## config.mk

```make
export PLATFORM = sky130hd
export DESIGN_NAME = cdb_arbiter_n
export DESIGN_NICKNAME = d
export VERILOG_FILES = /design/src/rtl/tomasulo_pkg.sv /design/src/rtl/cdb_chan_buf.sv /design/src/rtl/cdb_arbiter_n.sv
export SDC_FILE = /design/constraint.sdc
export NUM_CORES = 1
export LEC_CHECK = 0
export ABC_CLOCK_PERIOD_IN_PS = 21400
export CAP_MARGIN = 20
export CORE_MARGIN = 5
export CORE_UTILIZATION = 58
export DETAILED_ROUTE_END_ITERATION = 12
export GPL_ROUTABILITY_DRIVEN = 1
export PLACE_DENSITY = 0.87
export SETUP_SLACK_MARGIN = 0.4
export SYNTH_ARGS = -nofsm -noshare
export SYNTH_HDL_FRONTEND = slang
export SYNTH_SLANG_ARGS = --single-unit
```

## constraint.sdc

```tcl
create_clock -name CLK -period 21.4 [get_ports CLK]
set_input_delay 2.14 -clock CLK [delete_from_list [all_inputs] [get_ports CLK]]
set_output_delay 2.14 -clock CLK [all_outputs]
set_load 0.02 [all_outputs]
```

## src/rtl/tomasulo_pkg.sv

```systemverilog
// tomasulo_pkg: shared widths, station IDs, opcodes and wrap-aware age compare for the Tomasulo core
package tomasulo_pkg;
  localparam int TAG_W = 4;
  localparam int DATA_W = 16;
  localparam int RD_W = 3;
  localparam int AGE_W = 10;
  localparam logic [TAG_W-1:0] ASRS1 = 4'd1, ASRS2 = 4'd2, ASRS3 = 4'd3, ASRS4 = 4'd4;
  localparam logic [TAG_W-1:0] LSRS1 = 4'd5, LSRS2 = 4'd6, LSRS3 = 4'd7, LSRS4 = 4'd8;
  typedef enum logic [2:0] {OP_ADD, OP_SUB, OP_LOAD, OP_STORE} opcode_t;
  // a is older than b when (a - b) mod 2^w has its top bit set
  function automatic logic age_older(input logic [31:0] a, input logic [31:0] b, input int w);
    logic [31:0] d;
    d = a - b;
    return 1'(d >> (w - 1));
  endfunction
endpackage

```

## src/rtl/cdb_chan_buf.sv

```systemverilog
// cdb_chan_buf: one-entry result buffer for a CDB channel with a saturating starvation counter
module cdb_chan_buf #(
  parameter int DATA_W = 16,
  parameter int TAG_W = 4,
  parameter int RD_W = 3,
  parameter int AGE_W = 10,
  parameter int STARVE_MAX = 7
) (
  input  logic              CLK,
  input  logic              CLR,
  input  logic              in_valid,
  input  logic [TAG_W-1:0]  in_tag,
  input  logic [DATA_W-1:0] in_data,
  input  logic [RD_W-1:0]   in_rd,
  input  logic              in_wr,
  input  logic [AGE_W-1:0]  in_age,
  input  logic              sel,
  input  logic              hold,
  output logic              ready,
  output logic              valid,
  output logic [TAG_W-1:0]  tag,
  output logic [DATA_W-1:0] data,
  output logic [RD_W-1:0]   rd,
  output logic              wr,
  output logic [AGE_W-1:0]  age,
  output logic              starved
);
  localparam int CW = $clog2(STARVE_MAX + 1);
  logic [CW-1:0] wait_cnt;
  logic load;
  assign ready = ~valid | sel;
  assign load = in_valid & ready & (in_tag != '0);
  assign starved = valid & (wait_cnt == CW'(STARVE_MAX));
  always_ff @(posedge CLK or posedge CLR)
    if (CLR) begin
      valid <= 1'b0;
      tag <= '0;
      data <= '0;
      rd <= '0;
      wr <= 1'b0;
      age <= '0;
      wait_cnt <= '0;
    end else if (load) begin
      valid <= 1'b1;
      tag <= in_tag;
      data <= in_data;
      rd <= in_rd;
      wr <= in_wr;
      age <= in_age;
      wait_cnt <= '0;
    end else begin
      if (sel) valid <= 1'b0;
      wait_cnt <= sel ? '0 : (valid & ~hold & ~starved) ? wait_cnt + 1'b1 : wait_cnt;
    end
endmodule

```

## src/rtl/cdb_arbiter_n.sv

```systemverilog
// cdb_arbiter_n: NUM_FU-channel common-data-bus arbiter, oldest-age first with starvation override,
// registered single-result-per-cycle broadcast
module cdb_arbiter_n #(
  parameter int NUM_FU = 4,
  parameter int DATA_W = tomasulo_pkg::DATA_W,
  parameter int TAG_W = tomasulo_pkg::TAG_W,
  parameter int RD_W = tomasulo_pkg::RD_W,
  parameter int AGE_W = tomasulo_pkg::AGE_W,
  parameter int STARVE_MAX = 7
) (
  input  logic                     CLK,
  input  logic                     CLR,
  input  logic [NUM_FU-1:0]        fu_valid,
  output logic [NUM_FU-1:0]        fu_ready,
  input  logic [NUM_FU*TAG_W-1:0]  fu_tag,
  input  logic [NUM_FU*DATA_W-1:0] fu_data,
  input  logic [NUM_FU*RD_W-1:0]   fu_rd,
  input  logic [NUM_FU-1:0]        fu_wr,
  input  logic [NUM_FU*AGE_W-1:0]  fu_age,
  input  logic                     cdb_hold,
  output logic                     cdb_valid,
  output logic [TAG_W-1:0]         cdb_tag,
  output logic [DATA_W-1:0]        cdb_data,
  output logic [RD_W-1:0]          cdb_rd,
  output logic                     cdb_wren,
  output logic [NUM_FU-1:0]        cdb_grant
);
  import tomasulo_pkg::*;
  localparam int IW = $clog2(NUM_FU);
  logic [NUM_FU-1:0] b_valid, b_wr, b_starved, sel;
  logic [TAG_W-1:0] b_tag [NUM_FU];
  logic [DATA_W-1:0] b_data [NUM_FU];
  logic [RD_W-1:0] b_rd [NUM_FU];
  logic [AGE_W-1:0] b_age [NUM_FU];
  logic [IW-1:0] idx;
  logic found, go;
  for (genvar i = 0; i < NUM_FU; i++) begin : g_ch
    cdb_chan_buf #(
      .DATA_W(DATA_W), .TAG_W(TAG_W), .RD_W(RD_W), .AGE_W(AGE_W), .STARVE_MAX(STARVE_MAX)
    ) u_buf (
      .CLK(CLK),
      .CLR(CLR),
      .in_valid(fu_valid[i]),
      .in_tag(fu_tag[i*TAG_W +: TAG_W]),
      .in_data(fu_data[i*DATA_W +: DATA_W]),
      .in_rd(fu_rd[i*RD_W +: RD_W]),
      .in_wr(fu_wr[i]),
      .in_age(fu_age[i*AGE_W +: AGE_W]),
      .sel(sel[i]),
      .hold(cdb_hold),
      .ready(fu_ready[i]),
      .valid(b_valid[i]),
      .tag(b_tag[i]),
      .data(b_data[i]),
      .rd(b_rd[i]),
      .wr(b_wr[i]),
      .age(b_age[i]),
      .starved(b_starved[i])
    );
  end
  // starved buffers win by lowest index; otherwise strict-older replaces so ties keep the lowest index
  always_comb begin
    found = 1'b0;
    idx = '0;
    for (int i = 0; i < NUM_FU; i++)
      if (!found && b_starved[i]) begin
        found = 1'b1;
        idx = IW'(i);
      end
    for (int i = 0; i < NUM_FU; i++)
      if (!(|b_starved) && b_valid[i] && (!found || age_older(32'(b_age[i]), 32'(b_age[idx]), AGE_W))) begin
        found = 1'b1;
        idx = IW'(i);
      end
  end
  assign go = found & ~cdb_hold;
  assign sel = go ? {{(NUM_FU-1){1'b0}}, 1'b1} << idx : '0;
  always_ff @(posedge CLK or posedge CLR)
    if (CLR) begin
      cdb_valid <= 1'b0;
      cdb_tag <= '0;
      cdb_data <= '0;
      cdb_rd <= '0;
      cdb_wren <= 1'b0;
      cdb_grant <= '0;
    end else begin
      cdb_valid <= go;
      cdb_grant <= sel;
      cdb_wren <= go & b_wr[idx];
      if (go) begin
        cdb_tag <= b_tag[idx];
        cdb_data <= b_data[idx];
        cdb_rd <= b_rd[idx];
      end
    end
endmodule
```

==> results.md, run 1 <==
- Status: finished clean
- Post-cts hold buffer count: 0
- Flops & latches, synth: 181
- Grt ovf: 0
- Yosys warnings: 0
- Setup crit end kind: output pin
- Number of synthesized flops with an enable pin: 0
- Setup_tns: 0 ns
- # DRC: 0
- Worst Hold Path Cells: 1
- WL/cell: 22.4 µm
- Arrival @ worst endpoint: about 12 ns
- RSZ-0062 raised after global routing: no
- Final WL: 28100 µm
- CTS tree: yes
- CP Launch Type: flip-flop
- Vias in the first global route: 8342
- Largest family of logic cells by synthesized area: multiplexers
- Critical Path RT: 19.26 ns
- Synth Area in Compound Gates: 0.172
- Routed vias/inst: around 6.4
- Synth Area in Adders: 0.0403
- # IOs: around 180
- Synth Net Count: 1045
- Multiplexer share of the synthesized area: 0.184
- Synth Area in Simple Gates: 0.0944
- Worst skew pair latency: 0.44 ns
- First-pass GRT wire length: 45600 µm
- Commonest non-fill, non-tap cell in the layout: dfrtp_1
- Worst r2r dst: g_ch[0].u_buf.age[6]
- Share of cells above drive strength 1: 0.134
- Overall Global Routing Usage: 0.288
- Clock-pin transition on the worst setup and hold timing paths: 0.07 ns
- Die W: roughly 140 µm
- Critical path class: flip-flop to output pin
- DRT iter0 DRCs: 849
- CP bufs+invs: 4
- Largest net degree at the start of global routing: 83
- Rows: 47
- Final Critical Period: around 14 ns
- Xor/xnor share of the synthesized area: 0.0110
- Min-Delay Path Class: flip-flop to flip-flop
- Max Cap Viol: 0
- CTS Buf Count: 17
- Syn Area/Cell: between 10 and 15 µm²
- Worst slew pin tran: ~1.2 ns
- Initial antenna violation count: 0
- Fin. max-slew vios: 0
- # clock sinks: 181
- Die H: 141 µm
- Antenna diodes: 0
- Delay of the slowest critical-path stage: 0.62 ns
- CTS resizes: 0
- Max Clock Freq: 73.2 MHz
- Mapped Cells: 870
- Mapped cell area: 9930 µm²
- HPWL Detailed: between 15000 and 20000 µm
- Worst R2R Start: g_ch[2].u_buf.wait_cnt[0]
- Initial Utilization: 0.594
- Yosys top cell area share: 0.456
- Sequential area share after synthesis: 0.456
- Area growth, synth to finish: 24.7%
- Post-layout nets: between 1000 and 1500
- Final hold viol count: 0
- Async SR Flop Fraction: 1.00
- Max Buffers Root-to-Sink: 2
- Top delay family on crit path: compound AO/OA/AOI/OAI gates
- DRT Pass-1 Iters: 9
- Synth area leader: dfrtp_1
- Final Skew: 0.0141 ns
- GP Congestion: 0.988
- Hold_sp: g_ch[3].u_buf.data[14]
- Setup-failing EPs final: 0
- Synth area leaders: dfrtp_1, mux2_1, mux2_4
- CP max FO: 26
- Quantity of I/O buffers inserted on ports: 175
- Post-synth cell types: 76
- Most frequent cells in the layout: dfrtp_1, clkdlybuf4s50_1, nand2_1, mux2_1, mux2_4
- Hold EP: g_ch[3].u_buf.data[14]
- Clk root buf: clkbuf_16
- Die Area: 19800 µm²
- DR vias: 8043
- Worst R2R Setup Slack: 10.25 ns
- Post-CTS Setup Inserts: 0
- Total core area: 16700 µm²
- CTS HTree Levels: 4
- Worst rel slew slack: 0.221
- Top_reg_cell synth: dfrtp_1
- Slowest CP cell: nand2_1
- R2R depth: 46
- Tcrit/Tclk final: 0.639
- Final antenna-violating net count: 0
[synth_stat cells, drive strengths merged (20+ instances only)]
library cell / number
mux2: 131
a222oi: 20
nand2: 82
o21ai: 34
clkbuf: 28
a31oi: 44
buf: 25
ha: 32
nor2: 46
inv: 30
dfrtp: 181
a22o: 21
[worst register-to-register path: cells and delay by family (launching register included)]
kind,cells,cell delay [ns]
adder cells (fa/ha/maj),5,1.30
multiplexers,2,0.98
buffers and inverters,3,0.97
AO/OA/AOI/OAI,23,4.72
flip-flops,1,0.39
XOR/XNOR,2,0.58
AND/OR/NAND/NOR,11,2.07
[final cells by class]
cell class | instances | area [µm²]
Inverter | 31 | 121
Tap cell | 220 | 275
Multi-Input combinational cell | 605 | 5010
Sequential cell | 181 | 4530
Clock buffer | 17 | 425
Fill cell | 1117 | 4330
Timing Repair Buffer | 189 | 1860
Clock inverter | 15 | 159
[routing by layer]
layer	up-vias	part of all wire	track usage
met5	-	0	0
met4	0	0.029	0.101
met3	74	0.096	0.0674
li1	3558	-	-
met2	486	0.46	0.449
met1	3925	0.42	0.397
[per-stage QoR]
step	std cells	instance area, µm²	utilization	worst slack, ns	hold WS (ns)
2_1_floorplan	870	9930	-	9.85	0.450
3_5_place_dp	1226	11800	0.706	8.42	0.477
6_report	1258	12400	0.741	7.74	0.490
3_3_place_gp	1226	11800	0.706	8.79	0.468
5_1_grt	1258	12400	0.741	6.79	0.513
4_1_cts	1258	12400	0.741	7.86	0.496
[sequential cells by signal, indices dropped and copies added, names as in the netlist]
| signal | count |
|---|---|
| g_ch.u_buf.tag | 16 |
| g_ch.u_buf.wait_cnt | 12 |
| cdb_data | 16 |
| cdb_tag | 4 |
| cdb_wren | 1 |
| g_ch.u_buf.data | 64 |
| g_ch.u_buf.age | 40 |
| g_ch.u_buf.wr | 4 |
| cdb_grant | 4 |
| cdb_valid | 1 |
| g_ch.u_buf.rd | 12 |
| g_ch.u_buf.valid | 4 |
| cdb_rd | 3 |
[cell families after synthesis]
group                    count (synthesis)
XOR/XNOR                                10
buffers and inverters                   84
adder cells (fa/ha/maj)                 32
flip-flops                             181
AO/OA/AOI/OAI                          212
AND/OR/NAND/NOR                        203
multiplexers                           148
[worst max-delay path by stage]
stage               slack [ns]  cells after the start                      start          end
floorplan                 9.85                     50  g_ch[3].u_buf.wait_cnt[0]  fu_ready[3]
global placement          8.79                     46  g_ch[2].u_buf.wait_cnt[0]  fu_ready[3]
detailed placement        8.42                     46  g_ch[2].u_buf.wait_cnt[0]  fu_ready[3]
CTS                       7.86                     46  g_ch[2].u_buf.wait_cnt[0]  fu_ready[3]
global route              6.79                     46  g_ch[2].u_buf.wait_cnt[0]  fu_ready[3]
finish                    7.74                     46  g_ch[2].u_buf.wait_cnt[0]  fu_ready[3]
Power of run 1 is left out: the tool's default activity adds up to more than one toggle a clock period on the data nets, which glitch-free logic cannot reach.
==> run 2, diff against run 1 <==
--- a/config.mk
+++ b/config.mk
@@ -5,13 +5,13 @@
 export SDC_FILE = /design/constraint.sdc
 export NUM_CORES = 1
 export LEC_CHECK = 0
-export ABC_CLOCK_PERIOD_IN_PS = 21400
+export ABC_CLOCK_PERIOD_IN_PS = 12000
 export CAP_MARGIN = 20
 export CORE_MARGIN = 5
-export CORE_UTILIZATION = 58
+export CORE_UTILIZATION = 48
 export DETAILED_ROUTE_END_ITERATION = 12
 export GPL_ROUTABILITY_DRIVEN = 1
-export PLACE_DENSITY = 0.87
+export PLACE_DENSITY = 0.77
 export SETUP_SLACK_MARGIN = 0.4
 export SYNTH_ARGS = -nofsm -noshare
 export SYNTH_HDL_FRONTEND = slang
==> constraint.sdc (replaced) <==
create_clock -name CLK -period 12 [get_ports CLK]
set_input_delay 1.2 -clock CLK [delete_from_list [all_inputs] [get_ports CLK]]
set_output_delay 1.2 -clock CLK [all_outputs]
set_load 0.02 [all_outputs]
==> results.md, run 2 (synthesis results as in run 1) <==
- CP dominant cell by count: a21o_1
- Max Clock Freq: 91.7 MHz
- Antenna diodes: 0
- Setup-failing EPs final: 0
- Rows: 52
- Total core area: slightly above 20000 µm²
- Commonest non-fill, non-tap cell in the layout: dfrtp_1
- Worst skew pair latency: 0.43 ns
- DR vias: 7895
- Final worst slack: 1.09 ns
- Die Area: around 24000 µm²
- Largest net degree at the start of global routing: 106
- Worst Setup SP: g_ch[2].u_buf.wait_cnt[0]
- Grt ovf: 0
- Max Cap Viol: 0
- Worst slew pin tran: 1.07 ns
- Worst r2r dst: g_ch[0].u_buf.age[5]
- Slowest CP cell: clkdlybuf4s50_1
- Metal1 wirelength: 12600 µm
- Initial Utilization: 0.489
- Worst rel slew slack: 0.285
- Worst Hold Path Cells: 1
- Fin. max-slew vios: 0
- Stages on worst setup path: 45
- CP Launch Type: flip-flop
- Share of cells above drive strength 1: 0.152
- Overall Global Routing Usage: 0.238
- DRT iter0 DRCs: approximately 690
- Status: finished clean
- Final antenna-violating net count: 0
- Final Skew: 0.0125 ns
- Setup crit end kind: output pin
- Delay of the slowest critical-path stage: 0.63 ns
- CP max FO: 13
- DR top layer: met4
- First-pass GRT wire length: 44900 µm
- Clock-pin transition on the worst setup and hold timing paths: 0.08 ns
- Worst R2R Start: g_ch[2].u_buf.wait_cnt[0]
- Arrival @ worst endpoint: 9.71 ns
- CP bufs+invs: 3
- HPWL Detailed: 20000 µm
- Min-Delay Path Class: flip-flop to flip-flop
- RSZ-0062 raised after global routing: no
- Setup_tns: 0 ns
- Critical path class: flip-flop to output pin
- Non-Filler Instances: 1323
- Initial antenna violation count: 0
- Tcrit/Tclk final: 0.909
- CTS HTree Levels: 4
- Largest regs: g_ch.u_buf.data x64, g_ch.u_buf.age x40
- Multi-input logic area: 5060 µm²
- Met2 wire len: 13400 µm
- # DRC: 0
- Dpl cells: 1280
- Worst R2R Setup Slack: 2.04 ns
- Critical Path RT: 10.80 ns
- Top delay family on crit path: compound AO/OA/AOI/OAI gates
- CTS tree: yes
- Post-layout nets: 1215
- Max reg flops: 64
- GP Congestion: ~0.96
- Area growth, synth to finish: 27.1%
- # IOs: 176
- Max Buffers Root-to-Sink: 2
- Storage element area: 4530 µm²
- DRT Pass-1 Iters: 5
- Routed vias/inst: approximately 6.0
- Vias in the first global route: a little over 8000
- R2R depth: 46
- Most frequent cells in the layout: dfrtp_1, clkdlybuf4s50_1, nand2_1, mux2_1, mux2_4
- Met3 WL: 1950 µm
- Die H: 154 µm
- CTS Buf Count: 17
- Top reg by flops: g_ch.u_buf.data
- WL/cell: 21.6 µm
- Final WL: 28600 µm
- Clk root buf: clkbuf_16
- Final hold viol count: 0
- Die W: between 150 and 200 µm
- Quantity of I/O buffers inserted on ports: 175
- Worst Setup EP: fu_ready[2]
- Fill cells: ~1600
- # clock sinks: approximately 180
- Final Critical Period: between 10 and 15 ns
- Dpl ws: 0.557 ns
[run 2: area by class of cell]
cell class / instances / area share
Inverter: 31 / 0.00962
Clock buffer: 18 / 0.0348
Timing Repair Buffer: 204 / 0.157
Multi-Input combinational cell: 605 / 0.401
Tap cell: 270 / 0.0268
Sequential cell: 181 / 0.359
Clock inverter: 14 / 0.0119
[run 2: worst min path at each step]
| stage | start | end | slack, ns |
|---|---|---|---|
| after floorplan | g_ch[3].u_buf.wr | g_ch[3].u_buf.wr | 0.45 |
| after global placement | g_ch[3].u_buf.wr | g_ch[3].u_buf.wr | 0.46 |
| after detailed placement | g_ch[1].u_buf.rd[2] | g_ch[1].u_buf.rd[2] | 0.47 |
| after CTS | g_ch[3].u_buf.data[12] | g_ch[3].u_buf.data[12] | 0.49 |
| after global routing | g_ch[1].u_buf.rd[2] | g_ch[1].u_buf.rd[2] | 0.50 |
| final | g_ch[3].u_buf.data[15] | g_ch[3].u_buf.data[15] | 0.49 |
[run 2: stage by stage]
step / instance area [µm²] / hold WS (ns) / util
floorplan: 9930 / 0.450 / -
global placement: 11900 / 0.464 / 0.585
detailed placement: 11900 / 0.475 / 0.585
CTS: 12500 / 0.492 / 0.615
global route: 12600 / 0.502 / 0.621
finish: 12600 / 0.491 / 0.621
[run 2: worst register-to-register path: cells and delay by family (launching register included)]
family,cells,cell delay (ns)
DFF,1,0.41
buffers and inverters,3,0.88
AOI/OAI and AO/OA,24,4.40
and+or+nand+nor,10,1.50
adders and majority gates,5,1.34
muxes,2,0.73
xor gates and xnor gates,2,0.59
[run 2: what timing repair did]
item                                    in CTS  in global routing
endpoints found under the setup margin       3                  4
hold buffers                                 0                  0
resized for setup                            4                  9
cloned                                       0                  0
buffers inserted                             0                 10
pin swaps                                    0                  3
[run 2: routing by layer]
layer / vias to the layer above / track usage
li1: 3587 / -
met1: 3907 / 0.332
met2: 348 / 0.376
met3: 53 / 0.0453
met4: 0 / 0.0820
met5: - / 0
Power of run 2 is left out for the same reason.
==> run 3, diff against run 2 <==
--- a/config.mk
+++ b/config.mk
@@ -5,13 +5,13 @@
 export SDC_FILE = /design/constraint.sdc
 export NUM_CORES = 1
 export LEC_CHECK = 0
-export ABC_CLOCK_PERIOD_IN_PS = 12000
+export ABC_CLOCK_PERIOD_IN_PS = 12400
 export CAP_MARGIN = 20
 export CORE_MARGIN = 5
-export CORE_UTILIZATION = 48
+export CORE_UTILIZATION = 54
 export DETAILED_ROUTE_END_ITERATION = 12
 export GPL_ROUTABILITY_DRIVEN = 1
-export PLACE_DENSITY = 0.77
+export PLACE_DENSITY = 0.82
 export SETUP_SLACK_MARGIN = 0.4
 export SYNTH_ARGS = -nofsm -noshare
 export SYNTH_HDL_FRONTEND = slang
==> constraint.sdc (replaced) <==
create_clock -name CLK -period 12.4 [get_ports CLK]
set_input_delay 1.24 -clock CLK [delete_from_list [all_inputs] [get_ports CLK]]
set_output_delay 1.24 -clock CLK [all_outputs]
set_load 0.02 [all_outputs]
==> results.md, run 3 (synthesis results as in run 1) <==
- Final antenna-violating net count: 0
- Initial Utilization: 0.551
- Initial antenna violation count: 0
- Status: finished clean
- Worst slew pin tran: 1.08 ns
- Die H: 146 µm
- Setup_tns: 0 ns
- Hold EP: g_ch[3].u_buf.wr
- Max Buffers Root-to-Sink: 2
- Vias in the first global route: roughly 8000
- CP max FO: 15
- Setup-failing EPs final: 0
- Multi-input logic area: 5050 µm²
- WL/cell: approximately 22 µm
- Largest regs: g_ch.u_buf.data x64, g_ch.u_buf.age x40
- Area growth, synth to finish: 27.2%
- Tcrit/Tclk final: 0.921
- Share of cells above drive strength 1: 0.153
- Final Skew: 0.0123 ns
- Delay of the slowest critical-path stage: roughly 0.54 ns
- Critical Path RT: roughly 11 ns
- RSZ-0062 raised after global routing: no
- Critical path class: flip-flop to output pin
- Largest net degree at the start of global routing: 110
- CTS tree: yes
- Worst Hold Path Cells: 1
- Rows: 49
- DR vias: 7921
- Slowest CP cell: clkdlybuf4s50_1
- Quantity of I/O buffers inserted on ports: around 180
- Post-cts hold buffer count: 0
- Max Clock Freq: around 90 MHz
- Setup crit end kind: output pin
- Worst rel slew slack: 0.277
- Max Cap Viol: 0
- Arrival @ worst endpoint: roughly 10 ns
- Min Hold Slack: 0.483 ns
- Overall Global Routing Usage: 0.261
- First-pass GRT wire length: 44600 µm
- Most frequent cells in the layout: dfrtp_1, clkdlybuf4s50_1, nand2_1, mux2_1, mux2_4
- Worst R2R Setup Slack: 2.14 ns
- Storage element area: roughly 4500 µm²
- Fin. max-slew vios: 0
- Worst skew pair latency: 0.44 ns
- Clock-pin transition on the worst setup and hold timing paths: 0.07 ns
- Total core area: about 18000 µm²
- Min-Delay Path Class: flip-flop to flip-flop
- Clk root buf: clkbuf_16
- Antenna diodes: 0
- Fill cells: about 1300
- Worst r2r dst: g_ch[0].u_buf.age[5]
- # IOs: 176
- CTS HTree Levels: 4
- GP Congestion: between 0.9 and 1
- Max reg flops: 64
- Final WL: 27900 µm
- Grt ovf: 0
- Final worst slack: 0.981 ns
- Final Critical Period: 11.42 ns
- Worst R2R Start: g_ch[2].u_buf.wait_cnt[0]
- Post-layout nets: 1218
- Die Area: 21200 µm²
- DRT iter0 DRCs: ~730
- R2R depth: 46
- Hold_sp: g_ch[3].u_buf.wr
- CP Launch Type: flip-flop
- # clock sinks: 181
- # DRC: 0
- Routed vias/inst: 6.16
- Die W: 146 µm
- Final hold viol count: 0
- Dpl ws: between 0.5 and 0.6 ns
- Final Util: 0.701
- CP dominant cell by count: a21o_1
- DRT Pass-1 Iters: 6
- Top reg by flops: g_ch.u_buf.data
- Commonest non-fill, non-tap cell in the layout: dfrtp_1
- HPWL Detailed: 19400 µm
- CTS Buf Count: 17
run 3: cell count changes in the layout (fill, tap and decap cells not counted), sizes merged:
| cell | previous run | this run |
|---|---|---|
| buf | 29 | 32 |
| clkdlybuf4s50 | 173 | 175 |
| clkinv | 3 | 7 |
| clkinvlp | 2 | 0 |
| dlymetal6s2s | 2 | 0 |
| inv | 40 | 38 |
run 3: worst max-delay path: cells and delay by family, from the launching register on:
family                   cells  cell delay [ns]
AO/OA/AOI/OAI               24             4.60
XOR/XNOR                     2             0.62
adder cells (fa/ha/maj)      5             1.29
buffers and inverters        3             0.86
flip-flops                   1             0.40
multiplexers                 2             0.63
AND/OR/NAND/NOR             10             1.31
run 3: how the worst max path moves through the flow:
stage | cells after the start | end | startpoint | slack (ns)
4_1_cts | 46 | fu_ready[3] | g_ch[2].u_buf.wait_cnt[0] | 0.53
3_5_place_dp | 46 | fu_ready[3] | g_ch[2].u_buf.wait_cnt[0] | 0.59
5_1_grt | 46 | fu_ready[3] | g_ch[2].u_buf.wait_cnt[0] | 0.29
2_1_floorplan | 50 | fu_ready[3] | g_ch[3].u_buf.wait_cnt[0] | 1.75
6_report | 46 | fu_ready[3] | g_ch[2].u_buf.wait_cnt[0] | 0.98
3_3_place_gp | 46 | fu_ready[3] | g_ch[2].u_buf.wait_cnt[0] | 0.96
run 3: cell type report:
type / instances / share of cell area
Inverter: 31 / 0.00961
Tap cell: 229 / 0.0227
Sequential cell: 181 / 0.359
Multi-Input combinational cell: 605 / 0.400
Clock inverter: 14 / 0.0137
Clock buffer: 18 / 0.0348
Timing Repair Buffer: 207 / 0.160
run 3: what timing repair did:
action	in CTS	in global routing
resized for setup	4	6
buffers inserted	0	15
endpoints found under the setup margin	3	4
pin swaps	0	4
run 3: per-stage QoR:
stage / instance area, µm² / instances
6_report: 12600 / 1285
5_1_grt: 12600 / 1285
4_1_cts: 12400 / 1269
3_5_place_dp: 11800 / 1237
3_3_place_gp: 11800 / 1237
2_1_floorplan: 9930 / 870
run 3: metal layers:
layer	global-route usage	vias up	share of wire	wire length, µm
li1	-	3598	-	-
met1	0.378	3906	0.45	12500
met2	0.403	377	0.46	12700
met3	0.0476	40	0.077	2160
met4	0.0774	0	0.019	528
met5	0	-	0	0
Power of run 3 is left out for the same reason.
